[src/rtl/rf_writeback_arbiter.sv]
// rf_writeback_arbiter: buffers ALU/LSU writebacks in an in-order FIFO and drains one per cycle to the register file.
module rf_writeback_arbiter #(
  parameter int XLEN  = 64,
  parameter int AW    = 5,
  parameter int DEPTH = 4
) (
  input  logic                      clk,
  input  logic                      rst_n,
  input  logic                      lsu_valid,
  output logic                      lsu_ready,
  input  logic [AW-1:0]             lsu_rd,
  input  logic [XLEN-1:0]           lsu_data,
  input  logic                      alu_valid,
  output logic                      alu_ready,
  input  logic [AW-1:0]             alu_rd,
  input  logic [XLEN-1:0]           alu_data,
  output logic                      rf_we,
  output logic [AW-1:0]             rf_waddr,
  output logic [XLEN-1:0]           rf_wdata,
  input  logic [AW-1:0]             chk_rd,
  output logic                      chk_hit,
  output logic [$clog2(DEPTH):0]    occupancy
);
  localparam int PW = $clog2(DEPTH);
  localparam int OW = PW + 1;
  logic [AW-1:0]   rd_q  [DEPTH];
  logic [AW-1:0]   rd_d  [DEPTH];
  logic [XLEN-1:0] dat_q [DEPTH];
  logic [XLEN-1:0] dat_d [DEPTH];
  logic [PW-1:0]   head_q, head_d, tail_q, tail_d;
  logic [OW-1:0]   occ_q, occ_d, free;
  logic            lsu_take, lsu_en, alu_en;
  // Free space ignores the same-cycle drain so ready never depends on the pop.
  always_comb begin
    free      = OW'(DEPTH) - occ_q;
    lsu_take  = lsu_valid && lsu_rd != '0;
    lsu_ready = free != '0;
    alu_ready = free >= OW'(2) || (free == OW'(1) && !lsu_take);
    lsu_en    = lsu_take && lsu_ready;
    alu_en    = alu_valid && alu_ready && alu_rd != '0;
    rf_we     = occ_q != '0;
    rf_waddr  = rf_we ? rd_q[head_q] : '0;
    rf_wdata  = rf_we ? dat_q[head_q] : '0;
    occupancy = occ_q;
    rd_d      = rd_q;
    dat_d     = dat_q;
    if (lsu_en) begin
      rd_d[tail_q]  = lsu_rd;
      dat_d[tail_q] = lsu_data;
    end
    // LSU lands first so a same-rd ALU write ends up last in the register.
    if (alu_en) begin
      rd_d[tail_q + PW'(lsu_en)]  = alu_rd;
      dat_d[tail_q + PW'(lsu_en)] = alu_data;
    end
    tail_d  = tail_q + PW'(lsu_en) + PW'(alu_en);
    head_d  = head_q + PW'(rf_we);
    occ_d   = occ_q + OW'(lsu_en) + OW'(alu_en) - OW'(rf_we);
    chk_hit = 1'b0;
    for (int i = 0; i < DEPTH; i++)
      if (chk_rd != '0 && OW'(i) < occ_q && rd_q[head_q + PW'(i)] == chk_rd) chk_hit = 1'b1;
  end
  always_ff @(posedge clk or negedge rst_n) begin
    if (!rst_n) begin
      occ_q  <= '0;
      head_q <= '0;
      tail_q <= '0;
      rd_q   <= '{default: '0};
      dat_q  <= '{default: '0};
    end else begin
      occ_q  <= occ_d;
      head_q <= head_d;
      tail_q <= tail_d;
      rd_q   <= rd_d;
      dat_q  <= dat_d;
    end
  end
endmodule

[config.mk]
export PLATFORM = sky130hd
export DESIGN_NAME = rf_writeback_arbiter
export DESIGN_NICKNAME = d
export VERILOG_FILES = /design/src/rtl/rf_writeback_arbiter.sv
export SDC_FILE = /design/constraint.sdc
export NUM_CORES = 1
export LEC_CHECK = 0
export ABC_CLOCK_PERIOD_IN_PS = 2800
export CAP_MARGIN = 5
export CORE_AREA = 2 2 186 188
export DETAILED_ROUTE_END_ITERATION = 16
export DIE_AREA = 0 0 188 190
export GPL_TIMING_DRIVEN = 0
export PLACE_DENSITY = 0.77
export SYNTH_ARGS = -nofsm -noshare
export SYNTH_HDL_FRONTEND = slang
export SYNTH_SLANG_ARGS = --single-unit
[constraint.sdc]
create_clock -name clk -period 2.8 [get_ports clk]
set_input_delay 0.42 -clock clk [delete_from_list [all_inputs] [get_ports clk]]
set_output_delay 0.42 -clock clk [all_outputs]
set_load 0.1 [all_outputs]
* Yosys cells after proc, flatten, opt, wreduce, memory -nomap -nowiden
Cells that the tools add are included.
** Cells by class
- $add $sub $neg :: 10
- Order comparisons :: 13
- Equal/unequal tests :: 5
- Muxes and demuxes :: 37
- Bitwise operators :: 6
- Reduce and logical (&&, ||, !) cells :: 22
** Operators by type and width (number)
- $bwmux 256 :: 2
- $mux 256 :: 2
- $mux 64 :: 5
- $demux 64 s2 :: 2
- $bmux 64 s2 :: 1
- $mux 5 :: 11
- $bmux 5 s2 :: 4
- $bwmux 20 :: 2
- $mux 20 :: 2
- $demux 5 s2 :: 2
- $eq 5x5->1 :: 4
- $ge 3x3->1 const B :: 6
- $not 2->3 :: 6
- $logic_and 1x1->1 :: 15
- $reduce_bool 5->1 :: 3
- $add 2x1->2 :: 3
- $add 3x1->3 :: 2
- $lt 1x3->1 const A :: 2
- $lt 2x3->1 const A :: 2
- $lt 3x1->1 const B :: 2
- $reduce_bool 3->1 :: 2
- $add 2x2->2 const B :: 2
- $mux 1 :: 4
- $eq 3x1->1 const B :: 1
- 6 further kinds :: 6
** Word-level totals
- Register bits :: 283
- Bits of input ports :: 147
- Output and inout bits :: 76
- Word-level logic and storage cells :: 104

* Logic depth before layout (Yosys ltp)
Gate-level depths: netlist of run 1.
- Word-level depth :: 11
- Gate-level depth with buffers :: 13
- Mapped depth without buffers :: 11

* Least setup slack after synthesis of run 1
OpenSTA, ideal clock, no wires.
- Path type :: register to register
- Start point :: register occ_q[1] (netlist: occupancy[1])
- End point :: register occ_q[2] (netlist: occupancy[2])
- Library setup time :: 0.123 ns
- Arrival time :: 4.196 ns
- Required time :: 2.677 ns
- Slack :: -1.519 ns
- Cell stages (with the launch flop) :: 12
- Path buffers :: 1
- Clock period less this slack :: 4.319 ns
- Cell sequence :: dfrtp_1 inv_1 ha_1 ha_1 inv_1 clkbuf_1 ha_1 xor2_1 ha_1 o21bai_1 fa_1 xnor2_1
** Between the ends
- Elaborated cells between the ends (all ways) :: 13
- Those cells by class :: add/sub (4); order compare (1); eq/ne (1); reduce/logical (7)
** RTL lines
- start, declared :: RTL line 31 : logic [OW-1:0] occ_q, occ_d, free;
- start signal, assigned :: RTL line 65 : occ_q <= '0;
- start signal, assigned :: RTL line 71 : occ_q <= occ_d;
- $reduce_bool 3->1 :: RTL line 41 : rf_we = occ_q != '0;
- named net rf_we :: RTL line 17 : output logic rf_we,
- $sub 3x1->3 :: RTL line 58 : occ_d = occ_q + OW'(lsu_en) + OW'(alu_en) - OW'(rf_we);
- named net occ_d[2] :: RTL line 31
The timed path passes the listed nets, and every way through them passes these cells.

* Worst setup path in the final report of run 1
- Start point :: register head_q[1]
- End point :: output chk_hit
** Between the ends
- Cells in the longest elaborated chain, start to end :: 10
- Elaborated cells between the ends (all ways) :: 31
- Those cells by class :: add/sub (3); eq/ne (4); mux (16); bitwise (4); reduce/logical (4)
** Ends and longest elaborated chain
- start, declared :: RTL line 30 : logic [PW-1:0] head_q, head_d, tail_q, tail_d;
- start signal, assigned :: RTL line 66 : head_q <= '0;
- start signal, assigned :: RTL line 72 : head_q <= head_d;
- $add 2x1->2 or $not 2->3 (tied branches) :: RTL line 61 : if (chk_rd != '0 && OW'(i) < occ_q && rd_q[head_q + PW'(i)] == chk_rd) chk_hit = 1'b1;
- $not 2->3 (implied by the code) or $bmux 5 s2 (tied branches) :: RTL line 61
- $bmux 5 s2 or $mux 5 (tied branches) :: RTL line 61
- $mux 5 (implied by the code) :: RTL line 61
- $mux 5 (implied by the code) or $eq 5x5->1 (tied branches) :: RTL line 61
- $eq 5x5->1 or $logic_and 1x1->1 (tied branches) :: RTL line 61
- $logic_and 1x1->1 or $mux 1 (tied branches) :: RTL line 61
- $mux 1 (2 in a row) :: RTL line 61
- $mux 1 (*) :: RTL line 61
- end, declared :: RTL line 21 : output logic chk_hit,
Every way passes the cells marked *; elsewhere a longest branch is shown, timed or not. The select of a mux whose other input is x is not followed.

==> impl_results.md, run 1 <==
* Status: finished, violations left
* Violated checks: setup timing
* Site row count at 68
* Max Cap Violations at 0
* Overall die width at 188 microns
* Placed Cells at 1843
* Worst Reg-to-Reg Cells at 13
* Layout cells sized above 1 at 65.7%
* Area growth syn-to-layout at 34.5%
* Initial Util at 50.3%
* Clock skew at 0.0211 ns
* Clock transition at path regs at 0.06 ns
* CTS tree: yes
* Starting DRC count in detailed routing at 507
* Final Hold Fails at 0
* Crit path capture type: primary output
* Kind of critical path: register to primary output
* Clock sinks at 283
* Final Setup Violations at 60
* RSZ-0062 raised after global routing: yes
* Yosys cell types at 40
* # DRC at 0
* Syn Area/Cell at 14.6 sq um
* Post-synthesis cell area at 17100 sq um
* CP required at 2.38 ns
* Die ar. at 35700 sq um
* Fin util at 67.6%
* Slew HR at 27.1%
* Minimum hold slack at 0.447 ns
* Net Count, Synth at 1329
* Most frequent cells in the layout: mux2_2 (415), dfrtp_1 (279), clkdlybuf4s50_1 (140), mux2_4 (138), mux4_2 (83)
* CP arrival at 2.75 ns
* Number of synthesized register bits at 283
* Syn Inst Count at 1169
* Placer Congestion at 0.891
* Wire per inst at 23.8 microns
* Max stage delay on crit path at 0.44 ns
* DR vias at 11.2k
* CP max-delay cell: dfrtp_2
* Setup ws final at -0.369 ns
* Worst-Margin Slew at 1.09 ns
* Slew Viols, Final at 0
* Via density per instance at 5.76
* Fillers at 2349
* First-pass GRT wire length at 70.1 mm
* Commonest non-fill, non-tap cell in the layout: mux2_2
* Clock Latency Late Sink at 0.52 ns
* # nets final at 1628
* Drt first pass iters at 5
* Dpl ws at -1.10 ns
* DRT Wirelength at 46.5 mm
* Final Cycle Share at 113%
* Vias in the first global route at 11.9k
* Antenna violations before repair at 2
* Root buffer cell: clkbuf_16
* Input/output buffers at 217
* Grt ovf at 0
* HPWL after DPL at 30.6 mm
* CP cell instances: buf_8 > buf_4 > buf_4 > mux4_2 > xnor2_2 > nand4_1 > or4_1 > nand4_1 > buf_12
* Sequential fraction of the synthesis area at 41.5%
* Max Clock Freq at 316 MHz
* Non-Filler Instances at 1950
* Min-delay worst type: input port to asynchronous set/reset pin
* # IOs at 223
* Core area at 33900 sq um
* Critical Path Fanout Max at 5
* Crit path launch type: register
* Synth warn at 0
* Largest net degree at the start of global routing at 117
* Overall fraction of global-route tracks in use at 25.4%
* Max H-tree Level at 2
* Die Ht at 190 microns
* CTS buffer count at 34
* Crit path time final at 3.17 ns
* Clock tree buffer depth at 3
* Post-route ant nets at 0
-- cells by family (layout without fill, tap and decap cells) --
family / Yosys count / after routing / synth area share [%]
compound gates: 10 / 10 / 0.455
xor+xnor: 23 / 23 / 1.18
fa+ha+maj: 13 / 13 / 0.997
buf+inv: 99 / 424 / 3.31
flops: 283 / 283 / 41.5
mux: 640 / 640 / 48.6
other cells: 0 / 1 / 0
simple gates: 101 / 101 / 3.98
-- sequential cells by signal, summed over array words and instances (netlist names) --
signal     flops
dat_q        256
rd_q          20
head_q         2
tail_q         2
occupancy      3
-- final timing paths --
path | start | endpoint | slack [ns]
worst max-delay path | head_q[1] | chk_hit | -0.37
worst min-delay path | rst_n | dat_q[251] | 0.45
worst max register to register | occupancy[0] | dat_q[128] | 0.02
worst min register to register | head_q[0] | head_q[0] | 0.54
max in group asynchronous | rst_n | dat_q[221] | 1.36
min in group clk | head_q[0] | head_q[0] | 0.54
-- final cells by class --
type	count	area [sq um]	share of cell area, %
Antenna cell	1	2.50	0.0109
Buffer	89	1010	4.39
Clock buffer	49	1010	4.39
Clock inverter	13	184	0.802
Inverter	9	45.0	0.196
Multi-Input combinational cell	787	10000	43.8
Sequential cell	283	7090	30.9
Tap cell	455	569	2.48
Timing Repair Buffer	264	2990	13.0
-- metal layers --
layer | GRT usage (%) | part of all wire, % | vias to the layer above
met2 | 41.6 | 48 | 318
li1 | - | - | 4964
met3 | 4.94 | 5.2 | 80
met4 | 7.15 | 2.5 | 2
met5 | 0 | 0.034 | -
met1 | 34.7 | 44 | 5869
-- through the flow --
stage / TNS (ns) / area [sq um]
after floorplan: -70.47 / 17700
after global placement: -3451.19 / 20500
after detailed placement: -212.63 / 20500
after CTS: -13.36 / 21800
after global routing: -13.56 / 22900
final: -6.56 / 22900
-- worst max-delay path: cells and delay by family, from the launching register on --
kind                   cells  cell delay, ns
AND/OR/NAND/NOR            3            0.70
buffers and inverters      4            0.61
flip-flops                 1            0.44
multiplexers               1            0.30
XOR/XNOR                   1            0.17
-- synthesized netlist by cell type, drive strengths merged --
library cell,number,area share [%]
or4,5,0.24
mux2,553,37
xnor2,12,0.62
o21a,1,0.044
nand2,4,0.088
mux4,83,11
nor2,8,0.18
nand3b,2,0.13
o21bai,1,0.044
nor4,1,0.037
ha,12,0.88
a21o,1,0.044
mux2i,4,0.23
fa,1,0.12
nor3b,1,0.044
xor2,11,0.56
nand3,2,0.12
and2,68,2.5
nand4,6,0.40
nand4b,1,0.14
dfrtp,283,42
a2111oi,2,0.10
o21ai,1,0.029
nand2b,1,0.037
or3,1,0.037
clkbuf,11,0.24
o2bb2ai,1,0.051
buf,79,2.9
o211ai,1,0.073
a21oi,1,0.029
nor2b,1,0.037
o22ai,1,0.037
inv,9,0.20
-- timing repair --
action	4_1_cts	5_1_grt
hold buffers	1	0
endpoints found under the setup margin	194	111
gates cloned	0	6
buffers inserted	7	31
resized for setup	468	216
hold endpoints to repair	58	0
pin swaps	7	7
Power of run 1 is not shown: default switching activity piles up to over one toggle a cycle in this logic, so the estimate is an artifact.
==> run 2: changes to the inputs <==
ABC_AREA = 1   (was default)
CORE_AREA = 2 2 184 186   (was 2 2 186 188)
DIE_AREA = 0 0 186 188   (was 0 0 188 190)
PLACE_DENSITY = 0.88   (was 0.77)
==> run 2 against run 1 <==
Effect of this change: the flow still finishes with violations (setup timing); area after synthesis down 2.7%; synthesized cell count up 98%; die area down 2.1%; non-clock buffer count up 72; largest cell class unchanged; first-iteration DRC count rose to 5.6 times the previous value.
==> impl_results.md, run 2 <==
* Slew Viols, Final at 0
* Site row count at 67
* FF/Latch Area at 7090 sq um
* RSZ-0062 raised after global routing: yes
* Grt ovf at 0
* # IOs at 223
* First-pass GRT wire length at 97.6 mm
* Core area at 33100 sq um
* Yosys cell types at 28
* Starting DRC count in detailed routing at 2834
* Post-route ant nets at 0
* Net Count, Synth at 2477
* CP required at 2.38 ns
* Final Setup Violations at 1
* DRT Wirelength at 63.6 mm
* Clock skew at 0.0116 ns
* Commonest non-fill, non-tap cell in the layout: nand2_1
* Vias in the first global route at 18.5k
* Synth top area cells: dfrtp_1 (43%), nand2_1 (14%), o21ai_0 (11%)
* Max Cap Violations at 0
* # nets final at 2751
* Status: finished, violations left
* CP cell instances: buf_6 > buf_8 > buf_4 > nand3_1 > o21ai_0 > a221oi_2 > nor2_2 > buf_6
* Worst-Margin Slew at 0.968 ns
* Max H-tree Level at 1
* Largest register FFs at 256
* Syn Inst Count at 2317
* Kind of critical path: register to primary output
* Worst Reg-to-Reg Cells at 13
* Diodes inserted at 0
* # DRC at 0
* Placer Congestion at 0.943
* Commonest cells in the netlist: nand2_1 (635), o21ai_0 (373), dfrtp_1 (283), o21ai_1 (246), inv_1 (233)
* Final Hold Fails at 0
* DR vias at 18.8k
* Min-delay worst type: input port to asynchronous set/reset pin
* Synth top area share at 42.7%
* Largest net degree at the start of global routing at 115
* CTS buffer count at 31
* Clock Latency Late Sink at 0.58 ns
* Overall fraction of global-route tracks in use at 35.6%
* Fin util at 66.1%
* Root buffer cell: clkbuf_16
* Slew HR at 35.3%
* Most flops, register: dat_q
* Area growth syn-to-layout at 31.8%
* Synth warn at 0
* Crit path launch type: register
* Layout cells sized above 1 at 16.2%
* Crit path time final at 2.80 ns
* Setup ws final at -0.00378 ns
* CP most frequent cell: buf_6
* Critical Path Fanout Max at 10
* Number of synthesized register bits at 283
* Max Clock Freq at 357 MHz
* Clock tree buffer depth at 3
* Largest area contributor in the netlist: dfrtp_1
* Via density per instance at 6.14
* Syn Area/Cell at 7.17 sq um
* Overall die width at 186 microns
* Crit path capture type: primary output
* Die ar. at 35000 sq um
* Die Ht at 188 microns
* CTS tree: yes
* Wire per inst at 20.8 microns
* Main flop type after synthesis: dfrtp_1
* Initial Util at 50.1%
* Most frequent cells in the layout: nand2_1 (631), o21ai_0 (361), dfrtp_1 (278), o21ai_1 (258), inv_1 (227)
* Area of the multi-input gates at 8390 sq um
* Max stage delay on crit path at 0.48 ns
* HPWL after DPL at 42.2 mm
* Final Cycle Share at 100%
* Violated checks: setup timing
* CP arrival at 2.38 ns
* Antenna violations before repair at 0
* Fillers at 2673
* Sequential fraction of the synthesis area at 42.7%
* Most common cell in the netlist: nand2_1
* Clock transition at path regs at 0.06 ns
* Clock sinks at 283
* Drt first pass iters at 6
* Input/output buffers at 222
* Post-synthesis cell area at 16600 sq um
* EDFF count, synth at 0
* CP max-delay cell: dfrtp_2
* Asr flop ratio synth at 100%
-- run 2: cell types whose count changed after synthesis, sizes merged, moves of 13 or more --
cell and change:
nand3 +114, mux4 -83, nor2 +77, buf +13
inv +227, and2 -68, clkbuf +81, o21ai +618
mux2 -553, o31ai +69, a221oi +64, nand2 +632
-- run 2: path summary, 6_finish.rpt --
| kind | startpoint | slack [ns] | end |
|---|---|---|---|
| min reg2reg | dat_q[186] | 0.59 | dat_q[186] |
| min in group clk | alu_data[58] | 0.46 | dat_q[58] |
| max in group asynchronous | rst_n | 1.40 | occupancy[1] |
| min | rst_n | 0.38 | dat_q[229] |
| max reg2reg | occupancy[0] | 0.03 | occupancy[2] |
| max | head_q[0] | -0.004 | rf_wdata[46] |
-- run 2: stage by stage --
stage | hold slack (ns) | setup slack, ns | area (sq um) | std cells | setup TNS [ns]
after CTS | 0.401 | -0.0454 | 21500 | 3048 | -0.0653
after global routing | 0.428 | -0.0932 | 21900 | 3058 | -0.184
after global placement | 0.487 | -12.88 | 19900 | 2987 | -3144.75
after floorplan | 0.124 | -0.506 | 17100 | 2317 | -32.02
final | 0.382 | -0.00378 | 21900 | 3058 | -0.00378
after detailed placement | 0.408 | -0.839 | 20000 | 2989 | -73.34
-- run 2: repair_timing --
| action | 4_1_cts | 5_1_grt |
|---|---|---|
| buffers inserted | 8 | 10 |
| hold endpoints to repair | 60 | 0 |
| pin swaps | 0 | 2 |
| resized for setup | 623 | 89 |
| hold buffers | 1 | 0 |
| endpoints found under the setup margin | 75 | 123 |
| gates cloned | 0 | 0 |
-- run 2: cells by family (layout without fill, tap and decap cells) --
kind of cell	after synthesis	after routing	synth area share [%]
adders and majority gates	13	13	1.02
and+or+nand+nor	841	841	20.2
AOI/OAI and AO/OA	756	756	25.4
buffers and inverters	420	713	10.6
xor gates and xnor gates	4	4	0.211
DFF	283	283	42.7
-- run 2: area by class of cell --
cell class,count,share of cell area (%)
repair buffers,243,11.8
clock inverters,4,0.234
inverters,236,4.14
flip-flops and latches,283,32.4
well taps,448,2.56
multi-input cells,1614,38.3
plain buffers,182,6.30
clock buffers,48,4.25
-- run 2: routing by layer --
| layer | wire (microns) | global-route usage (%) |
|---|---|---|
| met1 | 23500 | 45.6 |
| met2 | 29000 | 56.2 |
| met3 | 7250 | 6.95 |
| met4 | 3970 | 20.1 |
| met5 | 0 | 0 |
-- run 2: worst max-delay path: cells and delay by family (launching register included) --
family,cells,cell delay [ns]
AOI/OAI and AO/OA,2,0.44
and+or+nand+nor,2,0.16
DFF,1,0.48
buffers and inverters,4,0.71
Power of run 2 is left out for the same reason.
==> run 3: changes to the inputs <==
SLEW_MARGIN = 20   (was default)
==> run 3 against run 2 <==
Effect of this change: the run still ends with setup timing left; worst setup slack got worse by 0.019 ns; via count increased by 0.67%; first-iteration DRC count increased by 0.11%; sequential cell count unchanged; die area unchanged; hold slack improved by 0.030 ns; final cell count about the same; global-route usage about the same; routed wire length increased by 0.72%.
==> impl_results.md, run 3 (synthesis results as in run 2) <==
* Critical R2R Launch: occupancy[0]
* Kind of critical path: register to primary output
* Crit path capture type: primary output
* Max stage delay on crit path at 0.42 ns
* Input/output buffers at 222
* Antenna violations before repair at 0
* Die Ht at 188 microns
* CP arrival at 2.40 ns
* Starting DRC count in detailed routing at 2837
* Core area at 33100 sq um
* Clock transition at path regs at 0.07 ns
* Overall die width at 186 microns
* Max Cap Violations at 0
* DRT Wirelength at 64.1 mm
* First-pass GRT wire length at 97.6 mm
* HPWL after DPL at 42.4 mm
* Site row count at 67
* RSZ-0062 raised after global routing: yes
* Area of the multi-input gates at 8390 sq um
* DR vias at 18.9k
* Worst Reg-to-Reg Cells at 13
* # IOs at 223
* Reg-to-Reg End: rd_q[11]
* Slew HR at 35.2%
* Worst-Margin Slew at 0.969 ns
* Clock tree buffer depth at 3
* Min-delay worst type: input port to asynchronous set/reset pin
* Clock skew at 0.0137 ns
* Overall fraction of global-route tracks in use at 35.6%
* Critical Path Fanout Max at 10
* Fillers at 2654
* Placer Congestion at 0.943
* Layout cells sized above 1 at 16.4%
* Crit path launch type: register
* Final Setup Violations at 1
* Max H-tree Level at 1
* Largest net degree at the start of global routing at 88
* Area growth syn-to-layout at 31.8%
* Clock Latency Late Sink at 0.57 ns
* Clock sinks at 283
* Crit path time final at 2.82 ns
* CP max-delay cell: dfrtp_2
* Most flops, register: dat_q
* Wire per inst at 20.9 microns
* Status: finished, violations left
* Grt ovf at 0
* CTS buffer count at 31
* Violated checks: setup timing
* Largest register FFs at 256
* CP required at 2.38 ns
* Final Hold Fails at 0
* Max Clock Freq at 354 MHz
* CTS tree: yes
* Final Cycle Share at 101%
* Initial Util at 50.1%
* FF/Latch Area at 7090 sq um
* Most frequent cells in the layout: nand2_1 (629), o21ai_0 (364), dfrtp_1 (278), o21ai_1 (254), inv_1 (227)
* Setup ws final at -0.0231 ns
* CP cell instances: clkbuf_4 > clkbuf_2 > nand3_1 > o21ai_1 > a221oi_1 > nor2_2 > buf_12
* # DRC at 0
* Slew Viols, Final at 0
* Commonest non-fill, non-tap cell in the layout: nand2_1
* Via density per instance at 6.18
* Vias in the first global route at 18.6k
* Post-route ant nets at 0
* Drt first pass iters at 6
* # nets final at 2749
* Worst R2R Setup Slack at 0.06 ns
* Root buffer cell: clkbuf_16
* Fin util at 66.1%
* Die ar. at 35000 sq um
* Diodes inserted at 0
[run 3: cell types whose count changed in the layout (fill, tap and decap cells not counted), moves of 3 or more]
cell / delta
buf_12: -4
buf_6: -6
o21ai_0: +3
o21ai_1: -4
buf_4: +10
nor2_4: -6
nor2_2: +6
[run 3: area by class of cell]
| cell class | instances | area share [%] |
|---|---|---|
| sequential | 283 | 32.4 |
| clock buffer | 52 | 4.27 |
| inverter | 236 | 4.14 |
| buffer | 181 | 6.34 |
| multi-input combinational | 1614 | 38.3 |
| tap | 448 | 2.56 |
| clock inverter | 5 | 0.486 |
| timing repair buffer | 242 | 11.5 |
[run 3: repair_timing]
action                                 CTS  global route
endpoints found under the hold margin   74             0
pin swaps                                0             7
buffers inserted                         8             8
setup endpoints to repair               75           149
cloned                                   0             0
gates resized for setup                586           117
hold buffers                             1             0
[run 3: metrics by stage]
stage | worst slack, ns | instance area (sq um) | instances | TNS (ns) | hold slack (ns)
finish | -0.0231 | 21900 | 3061 | -0.0231 | 0.412
global placement | -12.88 | 19900 | 2987 | -3144.75 | 0.487
CTS | -0.00313 | 21500 | 3054 | -0.00313 | 0.458
detailed placement | -0.852 | 20000 | 2990 | -73.38 | 0.448
global route | -0.110 | 21900 | 3061 | -0.263 | 0.478
floorplan | -0.506 | 17100 | 2317 | -32.02 | 0.124
[run 3: metal layers]
layer	GRT usage [%]	vias up	routed length, microns
met2	55.6	1568	29300
met1	45.8	8766	23300
met3	7.44	320	7910
li1	-	8258	-
met5	0	-	0
met4	20.0	0	3620
[run 3: worst max-delay path, delay by kind of cell, from the launching register on]
kind	cells	cell delay, ns
buffers and inverters	3	0.81
AND/OR/NAND/NOR	2	0.40
flip-flops	1	0.42
AO/OA/AOI/OAI	2	0.20
[run 3: how the worst max path moves through the flow]
stage                 start           end  slack, ns  cells past startpoint
2_1_floorplan  occupancy[1]  occupancy[1]      -0.51                     13
3_3_place_gp          rst_n  occupancy[1]     -12.88                      1
3_5_place_dp      head_q[0]  rf_wdata[31]      -0.85                      9
4_1_cts        occupancy[0]  rf_wdata[41]     -0.003                      8
5_1_grt           head_q[0]       chk_hit      -0.11                     13
6_report          head_q[1]  rf_wdata[41]      -0.02                      7
Power of run 3 is left out for the same reason.
